`src/rtl/led_shift_counter_pkg.sv`:
```
`default_nettype none
// ============================================================================
// led_shift_counter_pkg : shared widths, switch encoding and LED reset pattern
// Revision : 1.0
// ============================================================================
package led_shift_counter_pkg;

  localparam int NB_LEDS_DEF    = 4;
  localparam int NB_SW_DEF      = 3;
  localparam int NB_COUNTER_DEF = 8;

  // Switch field layout: bit 0 enables counting, bits 2:1 pick the rate.
  localparam int SW_EN_BIT  = 0;
  localparam int SW_SEL_LSB = 1;
  localparam int SW_SEL_MSB = 2;

  localparam logic [1:0] SEL_R0 = 2'b00;
  localparam logic [1:0] SEL_R1 = 2'b01;
  localparam logic [1:0] SEL_R2 = 2'b10;
  localparam logic [1:0] SEL_R3 = 2'b11;

  // LED pattern after reset: only bit 0 lit.
  localparam int LED_RESET_PATTERN = 1;

endpackage : led_shift_counter_pkg
`default_nettype wire

```
`src/rtl/led_shift_counter_rate_counter.sv`:
```
`default_nettype none
// ============================================================================
// rate_counter : switch-selected terminal count, emits a registered 1-cycle tick
// Revision : 1.0
// ============================================================================
module rate_counter
  import led_shift_counter_pkg::*;
#(
  parameter int NB_SW      = NB_SW_DEF,
  parameter int NB_COUNTER = NB_COUNTER_DEF,
  parameter int R0_LIMIT   = 2**NB_COUNTER - 1,
  parameter int R1_LIMIT   = 2**(NB_COUNTER-1) - 1,
  parameter int R2_LIMIT   = 2**(NB_COUNTER-2) - 1,
  parameter int R3_LIMIT   = 2**(NB_COUNTER-3) - 1
) (
  input  logic             clock,
  input  logic             i_reset,
  input  logic [NB_SW-1:0] i_sw,
  output logic             o_valid
);

  logic [NB_COUNTER-1:0] limit;
  logic [NB_COUNTER-1:0] count_d, count_q;
  logic                  valid_d, valid_q;

  always_comb begin
    limit = NB_COUNTER'(R0_LIMIT);
    case (i_sw[SW_SEL_MSB:SW_SEL_LSB])
      SEL_R0: limit = NB_COUNTER'(R0_LIMIT);
      SEL_R1: limit = NB_COUNTER'(R1_LIMIT);
      SEL_R2: limit = NB_COUNTER'(R2_LIMIT);
      SEL_R3: limit = NB_COUNTER'(R3_LIMIT);
    endcase
  end

  // >= rather than == so a rate change to a smaller limit wraps at once
  // instead of running the counter all the way round.
  always_comb begin
    count_d = count_q;
    valid_d = 1'b0;
    if (i_sw[SW_EN_BIT]) begin
      if (count_q >= limit) begin
        count_d = '0;
        valid_d = 1'b1;
      end else begin
        count_d = count_q + NB_COUNTER'(1);
      end
    end
  end

  always_ff @(posedge clock or negedge i_reset) begin
    if (!i_reset) begin
      count_q <= '0;
      valid_q <= 1'b0;
    end else begin
      count_q <= count_d;
      valid_q <= valid_d;
    end
  end

  assign o_valid = valid_q;

endmodule : rate_counter
`default_nettype wire

```
`src/rtl/led_shift_counter.sv`:
```
`default_nettype none
// ============================================================================
// led_shift_counter : switch-controlled LED chaser, rotates a one-hot LED per tick
// Revision : 1.0
// ============================================================================
module led_shift_counter
  import led_shift_counter_pkg::*;
#(
  parameter int NB_LEDS    = NB_LEDS_DEF,
  parameter int NB_SW      = NB_SW_DEF,
  parameter int NB_COUNTER = NB_COUNTER_DEF,
  parameter int R0_LIMIT   = 2**NB_COUNTER - 1,
  parameter int R1_LIMIT   = 2**(NB_COUNTER-1) - 1,
  parameter int R2_LIMIT   = 2**(NB_COUNTER-2) - 1,
  parameter int R3_LIMIT   = 2**(NB_COUNTER-3) - 1
) (
  input  logic               clock,
  input  logic               i_reset,
  input  logic [NB_SW-1:0]   i_sw,
  output logic [NB_LEDS-1:0] o_led,
  output logic               o_valid
);

  logic               tick;
  logic [NB_LEDS-1:0] led_d, led_q;

  rate_counter #(
    .NB_SW      (NB_SW),
    .NB_COUNTER (NB_COUNTER),
    .R0_LIMIT   (R0_LIMIT),
    .R1_LIMIT   (R1_LIMIT),
    .R2_LIMIT   (R2_LIMIT),
    .R3_LIMIT   (R3_LIMIT)
  ) u_rate_counter (
    .clock   (clock),
    .i_reset (i_reset),
    .i_sw    (i_sw),
    .o_valid (tick)
  );

  // Rotation only, never a load: the pattern stays one-hot from reset onward.
  always_comb begin
    led_d = led_q;
    if (tick) begin
      led_d = {led_q[NB_LEDS-2:0], led_q[NB_LEDS-1]};
    end
  end

  always_ff @(posedge clock or negedge i_reset) begin
    if (!i_reset) begin
      led_q <= NB_LEDS'(LED_RESET_PATTERN);
    end else begin
      led_q <= led_d;
    end
  end

  assign o_led   = led_q;
  assign o_valid = tick;

endmodule : led_shift_counter
`default_nettype wire

```
`config.mk`:
```
export PLATFORM = sky130hd
export DESIGN_NAME = led_shift_counter
export DESIGN_NICKNAME = d
export VERILOG_FILES = /design/src/rtl/led_shift_counter_pkg.sv /design/src/rtl/led_shift_counter_rate_counter.sv /design/src/rtl/led_shift_counter.sv
export SDC_FILE = /design/constraint.sdc
export NUM_CORES = 1
export LEC_CHECK = 0
export CAP_MARGIN = 5
export CORE_MARGIN = 2
export CORE_UTILIZATION = 45
export CTS_BUF_LIST = sky130_fd_sc_hd__clkbuf_4
export DETAILED_ROUTE_END_ITERATION = 16
export GPL_TIMING_DRIVEN = 0
export MAX_ROUTING_LAYER = met4
export PLACE_DENSITY = 0.78
export REMOVE_ABC_BUFFERS = 1
export SETUP_SLACK_MARGIN = 0.1
export SYNTH_ARGS = -nofsm -noshare
export SYNTH_HDL_FRONTEND = slang
export SYNTH_HIERARCHICAL = 1
export SYNTH_SLANG_ARGS = --single-unit
```
`constraint.sdc`:
```
create_clock -name clock -period 2.25 [get_ports clock]
set_clock_uncertainty 0.15 [all_clocks]
set_input_delay 0.45 -clock clock [delete_from_list [all_inputs] [get_ports clock]]
set_output_delay 0.45 -clock clock [all_outputs]
set_load 0.05 [all_outputs]
```
* After elaboration in Yosys (flattened, before gate mapping) *
Index checks and enable logic that the tools add are counted.

word-level totals
  register bits after elaboration = 13
  input bits = 5
  output and inout port bits = 5
  word-level logic and storage cells = 13

operators by class
  add/subtract/negate cells = 1
  order comparisons = 1
  equality and inequality tests = 3
  muxes and demuxes = 4
  reductions and logical operators = 1

operators by type and width
  cell                   number
  $pmux W8 S4            1
  $add A8 B1 Y8 const B  1
  $ge A8 B8 Y1           1
  $mux W8                1
  $eq A2 B2 Y1 const B   2
  $eq A2 B1 Y1 const B   1
  $logic_not A2 Y1       1
  $mux W1                2

* Longest topological paths before layout *
Gate-level depths: netlist (run 1).

  depth after elaboration = 5
  mapped depth = 6
  mapped depth without buffers = 6

* Hierarchy *
The synthesis (run 1) kept the hierarchy.

by module, submodules not included
  module             times used  cells an instance  area each (um2)  sequential area each (um2)
  rate_counter       1           50                 506.7            225.2
  led_shift_counter  1           8                  146.4            101.3

* Least setup slack after synthesis (run 1) *
No wires, ideal clock.

  path type = input-to-reg
  start = input port i_sw[2]
  end = register u_rate_counter.count_q[3]
  library setup time = 0.123 ns
  arrival time = 1.695 ns
  data required time = 1.977 ns
  path slack = 0.281 ns
  stages on the path = 6
  buffers on the path = 0
  path through = or2_2 -> ha_1 -> nand2_1 -> or3_4 -> a21boi_4 -> nor2_1

on the way
  word-level cells in the longest chain between the ends = 4
  elaborated cells between the ends (all ways) = 7
  classes of those cells = 1 x order compare; 3 x eq/ne; 2 x mux; 1 x reduce/logical

ends and longest elaborated chain
  element                               RTL line                              RTL
  start: declaration                    led_shift_counter.sv:19               input logic [NB_SW-1:0] i_sw,
  $eq A2 B2 Y1 (tied with other cells)  led_shift_counter_rate_counter.sv:28  case (i_sw[SW_SEL_MSB:SW_SEL_LSB])
  $pmux W8 S4 (*)                       led_shift_counter_rate_counter.sv:28
  $ge A8 B8 Y1 (*)                      led_shift_counter_rate_counter.sv:42  if (count_q >= limit) begin
  $mux W8 (*)                           led_shift_counter_rate_counter.sv:42
  end signal: assignment                led_shift_counter_rate_counter.sv:56  count_q <= count_d;
  end: declaration                      led_shift_counter_rate_counter.sv:23  logic [NB_COUNTER-1:0] count_d, count_q;

Mark *: on every way between the ends. The rest lies on a longest branch, timed or not. The select of a mux whose other input is x is not followed.
A chain may end at the register's enable or synchronous reset.

* Final worst setup path (run 1) *
  start = input port i_sw[1]
  end = register u_rate_counter.count_q[3]

Same word-level chain as after synthesis.

==> impl_metrics.csv, run 1 <==
group,metric,value,unit
global_routing,grt_overflow,0,
setup_path,crit_chain,"clkdlybuf4s50_1 > or2_4 > ha_4 > nand2_1 > or3_4 > a21boi_4 > nor2_1",
placed_design,dp_hpwl,846,µm
pwr,power_density,862,nW/µm²
timing,rsz0062_at_grt,"no",
clock_network,numCtsBuffers,3,
global_routing,antenna_found_initial,0,
pwr,power.switching,0.238,mW
routing,vias,453,
logic_synthesis,synth.area.top_cells,"dfrtp_1 46%, ha_1 7.7%, mux2_2 6.9%",
timing,finalCritPeriodShare,94.3,%
routing,drt-initial-drc-count,7,
timing,final-setup-viol-count,0,
global_routing,busiest_layer,"met2",
setup_path,worstPathRequired,2.26,ns
clock_network,clock_tree.root_cell,"clkbuf_4",
logic_synthesis,synth-seq-cells,13,
global_routing,grt_max_degree,14,
floorplan,dieArea,1770,µm²
timing,relSlewSlack,62.2,%
cells_and_area,post-route-util,59.6,%
logic_synthesis,netlist.area_leader.share,46.0,%
cells_and_area,final_cell_mix,"12 x dfrtp_1, 6 x clkdlybuf4s50_1, 6 x nor2_1",
global_routing,met1_usage,17.5,%
logic_synthesis,avgSynthCellArea,11.3,µm²
placed_design,portBuffers,9,
clock_network,cts_buffer_depth,2,
global_routing,grt_pass1_wl,1.90,mm
setup_path,worstPathMaxFanout,6,
logic_synthesis,yosysWarnings,6,
cells_and_area,layout-drive-gt1-share,20.3,%
setup_path,reg2regPathDepth,5,
pwr,p_clk_share,20.6,%
routing,drc,0,
setup_path,critical_path_arrival,2.13,ns
logic_synthesis,yosys.area.top_type,"dfrtp_1",
cells_and_area,synthToLayoutAreaGrowth,21.6,%
floorplan,start_util,49.0,%
pwr,power.internal,0.447,mW
worst_hold_path,min_path_type,"reg -> reg",
setup_path,end_kind,"register",
cells_and_area,n_fill_cell,117,
timing,finalWorstSetupSlack,0.128,ns
routing,avgViaCountPerCell,5.39,
placed_design,pre_cts_ws,-0.311,ns
pwr,leakagePower,0.386,nW
logic_synthesis,syn_inst,58,
global_routing,grtUsageMet3,5.17,%
clock_network,ctsHoldBuffers,0,
pwr,ir_drop,700,µV
setup_path,worst-path-stages,7,
pwr,combPwrFrac,28.3,%
setup_path,critical_path_class,"in -> reg",
worst_hold_path,worstHoldPathCells,1,
routing,postRouteAntennaNets,0,
floorplan,die-height,42.1,µm
routing,dr.pass1.iters,4,
run,cap_violations,0,
global_routing,track_usage,14.7,%
timing,fin_crit,2.12,ns
global_routing,grt_pass1_vias,448,
logic_synthesis,synth_area,653,µm²
cells_and_area,multi_input_area,332,µm²
floorplan,die_x,42.1,µm
placed_design,gp_congestion,0.761,
cells_and_area,layout_commonest_cell,"dfrtp_1",
floorplan,ios,10,
clock_network,cts_tree,"done",
outcome,status,"completed",
global_routing,grt_util_met2,22.8,%
clock_network,clock_sink_count,13,
pwr,p_total,0.685,mW
routing,wl,1.12,mm
logic_synthesis,synth.distinct_cells,25,
timing,tightest_slew,0.565,ns
pwr,switching_share,34.8,%
cells_and_area,diodes,0,
clock_network,clk_pin_slew,0.08,ns
clock_network,htree_levels,1,
floorplan,row_count,13,
setup_path,critPathMaxStageDelay,0.42,ns
cells_and_area,area.sequential,327,µm²
pwr,seq_power_share,51.1,%
setup_path,critical_path_buf_inv_count,1,
clock_network,clk_latency,0.27,ns
logic_synthesis,ys_seq_area_share,50.0,%
setup_path,cp_slowest_cell,"clkdlybuf4s50_1",
timing,fmax,471,MHz
cells_and_area,fin_nets,79,
timing,maxSlewViolCount,0,
routing,wl_per_cell,13.4,µm
setup_path,path_delay_family,"simple AND/OR/NAND/NOR gates",
floorplan,coreArea,1330,µm²
setup_path,start_kind,"primary input",
timing,hold_viol_final,0,
power by group through the flow:
stage	registers, mW	clock network [mW]	logic (mW)
5_1_grt	0.359	0.160	0.222
3_5_place_dp	0.353	0	0.192
3_3_place_gp	0.351	0	0.182
2_1_floorplan	0.347	0	0.138
6_report	0.350	0.141	0.194
4_1_cts	0.349	0.147	0.194
cell usage after synthesis:
| library cell | number |
|---|---|
| nor3_1 | 1 |
| and3_1 | 2 |
| a21boi_4 | 1 |
| nand3_1 | 2 |
| a41o_1 | 1 |
| a21oi_1 | 1 |
| xnor2_1 | 2 |
| dfstp_2 | 1 |
| nand4_1 | 3 |
| or2_2 | 1 |
| xor2_1 | 3 |
| or3_4 | 1 |
| nor2b_1 | 1 |
| clkbuf_1 | 1 |
| nor2_1 | 7 |
| dfrtp_1 | 12 |
| inv_1 | 1 |
| nand2_1 | 3 |
| mux2_2 | 4 |
| o21ai_0 | 2 |
| buf_2 | 1 |
| mux2i_1 | 1 |
| and2_1 | 1 |
| a21o_1 | 1 |
| ha_1 | 4 |
final timing paths:
check / slack [ns] / startpoint / to
max in group asynchronous: 1.19 / i_reset / o_led[0]
min reg2reg: 0.36 / u_rate_counter/count_q[0] / u_rate_counter/count_q[0]
min: 0.36 / u_rate_counter/count_q[0] / u_rate_counter/count_q[0]
max reg2reg: 0.43 / u_rate_counter/count_q[6] / u_rate_counter/count_q[3]
min in group asynchronous: 0.39 / i_reset / u_rate_counter/o_valid
max: 0.13 / i_sw[1] / u_rate_counter/count_q[3]
layer usage:
metal / vias to the layer above / wire (µm)
met2: 7 / 559
met4: 0 / 12
met5: - / 0
met3: 2 / 42
li1: 226 / -
met1: 218 / 509
worst reg2reg max path, stage by stage (launching register included):
cell      delay (ns)
dfrtp_1         0.42
ha_1            0.32
nand3_1         0.08
or3_4           0.40
a21boi_4        0.26
nor2_1          0.08
per-stage QoR:
stage | hold WS (ns) | TNS, ns | std cells | area, µm²
after detailed placement | 0.366 | -2.27 | 80 | 753
after global placement | 0.347 | -1.82 | 80 | 753
after floorplan | 0.00441 | 0 | 56 | 644
final | 0.362 | 0 | 84 | 795
after global routing | 0.392 | 0 | 84 | 795
after CTS | 0.374 | 0 | 84 | 792
registers in the layout (all words and copies together) (netlist names):
signal	flops
o_led	4
u_rate_counter/count_q	8
u_rate_counter/o_valid	1
kinds of logic (layout without fill, tap and decap cells):
kind of cell / after synthesis / after routing / share of synthesized area, %
and+or+nand+nor: 22 / 22 / 17.4
AOI/OAI and AO/OA: 6 / 6 / 7.85
xor gates and xnor gates: 5 / 5 / 6.71
buffers and inverters: 3 / 14 / 1.91
muxes: 5 / 5 / 8.43
adders and majority gates: 4 / 4 / 7.66
DFF: 13 / 13 / 50.0
layout make-up:
type	instances	area share, %
Inverter	1	0.472
Clock buffer	3	2.83
Timing Repair Buffer	9	10.9
Sequential cell	13	41.1
Clock inverter	1	0.630
Multi-Input combinational cell	42	41.7
Tap cell	15	2.36
timing repair:
item                                    4_1_cts  5_1_grt
endpoints found under the setup margin       10        1
resized for setup                             5        1
buffers inserted                              0        0
pin swaps                                     1        2
Note: power is estimated with default switching activity, not from simulation.
==> run 2, diff against run 1 <==
--- a/config.mk
+++ b/config.mk
@@ -8,7 +8,6 @@
 export CAP_MARGIN = 5
 export CORE_MARGIN = 2
 export CORE_UTILIZATION = 45
-export CTS_BUF_LIST = sky130_fd_sc_hd__clkbuf_4
 export DETAILED_ROUTE_END_ITERATION = 16
 export GPL_TIMING_DRIVEN = 0
 export MAX_ROUTING_LAYER = met4
==> results of run 2 <==
Final layout, timing and power as in run 1 (identical DEF).
==> run 3, diff against run 2 <==
--- a/config.mk
+++ b/config.mk
@@ -7,11 +7,11 @@
 export LEC_CHECK = 0
 export CAP_MARGIN = 5
 export CORE_MARGIN = 2
-export CORE_UTILIZATION = 45
+export CORE_UTILIZATION = 43
 export DETAILED_ROUTE_END_ITERATION = 16
 export GPL_TIMING_DRIVEN = 0
 export MAX_ROUTING_LAYER = met4
-export PLACE_DENSITY = 0.78
+export PLACE_DENSITY = 0.76
 export REMOVE_ABC_BUFFERS = 1
 export SETUP_SLACK_MARGIN = 0.1
 export SYNTH_ARGS = -nofsm -noshare
==> run 3 against run 2 <==
Global-route usage is 1.1 points higher. Wire length is 1.5% lower. Design area is 0.31% lower. Hold slack better by 0.012 ns. Worst setup slack better by 0.051 ns. Largest cell class unchanged. First-iteration DRC count is 43% higher. Clock power hardly changed.
==> impl_metrics.csv, run 3 (synthesis gave the netlist of run 1 again) <==
group,metric,value,unit
timing,tightest_slew,0.583,ns
floorplan,coreArea,1470,µm²
worst_hold_path,min_path_type,"reg -> reg",
setup_path,worstPathMaxFanout,6,
cells_and_area,synthToLayoutAreaGrowth,21.3,%
cells_and_area,layout_commonest_cell,"dfrtp_1",
clock_network,clk_latency,0.27,ns
pwr,switching_share,34.1,%
pwr,power.internal,0.448,mW
cells_and_area,largest_register_ffs,8,
routing,dr.pass1.iters,4,
cells_and_area,diodes,0,
clock_network,ctsHoldBuffers,0,
floorplan,start_util,44.4,%
routing,wl,1.11,mm
placed_design,dp_hpwl,832,µm
clock_network,clock_tree.root_cell,"clkbuf_4",
setup_path,start_kind,"primary input",
routing,drc,0,
setup_path,critical_path_class,"in -> reg",
global_routing,grt_pass1_wl,2.03,mm
pwr,seq_power_share,51.2,%
floorplan,row_count,14,
setup_path,reg2regPathDepth,5,
timing,maxSlewViolCount,0,
clock_network,htree_levels,1,
routing,avgViaCountPerCell,5.31,
run,cap_violations,0,
clock_network,cts_setup_buffers,0,
cells_and_area,n_fill_cell,143,
setup_path,worstPathRequired,2.26,ns
worst_hold_path,worstHoldPathCells,1,
global_routing,antenna_found_initial,0,
timing,fmax,483,MHz
global_routing,track_usage,15.8,%
placed_design,portBuffers,9,
pwr,leakagePower,0.382,nW
timing,finalWorstSetupSlack,0.179,ns
setup_path,critical_path_arrival,2.08,ns
routing,vias,451,
global_routing,grt_pass1_vias,465,
pwr,ir_drop,381,µV
placed_design,gp_congestion,0.743,
pwr,combPwrFrac,27.8,%
timing,relSlewSlack,61.0,%
global_routing,grt_overflow,0,
placed_design,pre_cts_ws,-0.297,ns
pwr,p_clk_share,21.0,%
cells_and_area,fin_nets,79,
floorplan,dieArea,1850,µm²
clock_network,cts_buffer_depth,2,
cells_and_area,layout-drive-gt1-share,17.4,%
routing,wl_per_cell,13.0,µm
clock_network,cts_tree,"done",
cells_and_area,post-route-util,53.8,%
routing,drt-initial-drc-count,10,
cells_and_area,regMostFlops,"u_rate_counter/count_q",
clock_network,numCtsBuffers,3,
timing,finalCritPeriodShare,92.1,%
clock_network,clock_sink_count,13,
pwr,power.switching,0.232,mW
pwr,power_density,859,nW/µm²
timing,hold_viol_final,0,
setup_path,end_kind,"register",
floorplan,ios,10,
placed_design,dpl.cell_count,81,
floorplan,die_x,43.0,µm
routing,postRouteAntennaNets,0,
timing,whs,0.375,ns
floorplan,die-height,43.0,µm
global_routing,grt_max_degree,14,
timing,fin_crit,2.07,ns
cells_and_area,final_cell_mix,"12 x dfrtp_1, 7 x nor2_1, 6 x clkdlybuf4s50_1",
outcome,status,"completed",
cells_and_area,fin_cells,85,
timing,rsz0062_at_grt,"no",
timing,final-setup-viol-count,0,
pwr,p_total,0.680,mW
clock_network,clk_pin_slew,0.08,ns
[run 3: cell count changes in the layout (fill, tap and decap cells not counted)]
cell,before,now
nor2_1,6,7
clkinv_2,1,0
nor2_2,1,0
clkbuf_1,0,1
[run 3: power groups by stage]
stage	clock network [mW]	logic, mW	registers (mW)
finish	0.143	0.189	0.348
global route	0.158	0.220	0.358
CTS	0.150	0.193	0.348
detailed placement	0	0.191	0.353
global placement	0	0.181	0.350
floorplan	0	0.138	0.347
[run 3: critical path: stages]
cell and delay [ns]:
clkdlybuf4s50_1 0.42, or2_4 0.24, ha_4 0.26, nand2_1 0.05, or3_4 0.35, a21boi_4 0.23, nor2_1 0.07
[run 3: area by class of cell]
class	count	area, µm²	area share (%)
Clock buffer	4	26.3	3.32
Inverter	1	3.75	0.474
Multi-Input combinational cell	42	329	41.5
Sequential cell	13	327	41.2
Tap cell	16	20.0	2.53
Timing Repair Buffer	9	86.3	10.9
[run 3: worst paths after layout]
kind	endpoint	slack, ns	startpoint
worst max-delay path	u_rate_counter/count_q[4]	0.18	i_sw[1]
worst min-delay path	u_rate_counter/count_q[0]	0.37	u_rate_counter/count_q[0]
worst max register to register	u_rate_counter/count_q[0]	0.43	u_rate_counter/count_q[6]
worst min register to register	u_rate_counter/count_q[0]	0.37	u_rate_counter/count_q[0]
max in group asynchronous	o_led[1]	1.18	i_reset
min in group asynchronous	o_led[2]	0.39	i_reset
[run 3: per-stage QoR]
stage	cell area [µm²]	setup TNS [ns]
global placement	754	-1.72
CTS	792	0
detailed placement	754	-2.12
floorplan	644	0
finish	792	0
global route	792	0
[run 3: per-layer routing]
metal	part of all wire [%]	track usage, %	wire [µm]
met1	50	20.1	559
met2	45	22.7	502
met3	2.4	2.55	27
met4	1.5	10.9	17
met5	0	-	0
[run 3: what timing repair did]
action,4_1_cts,5_1_grt
endpoints found under the hold margin,0,0
endpoints found under the setup margin,8,5
gates resized for setup,5,0
pin swaps,1,3
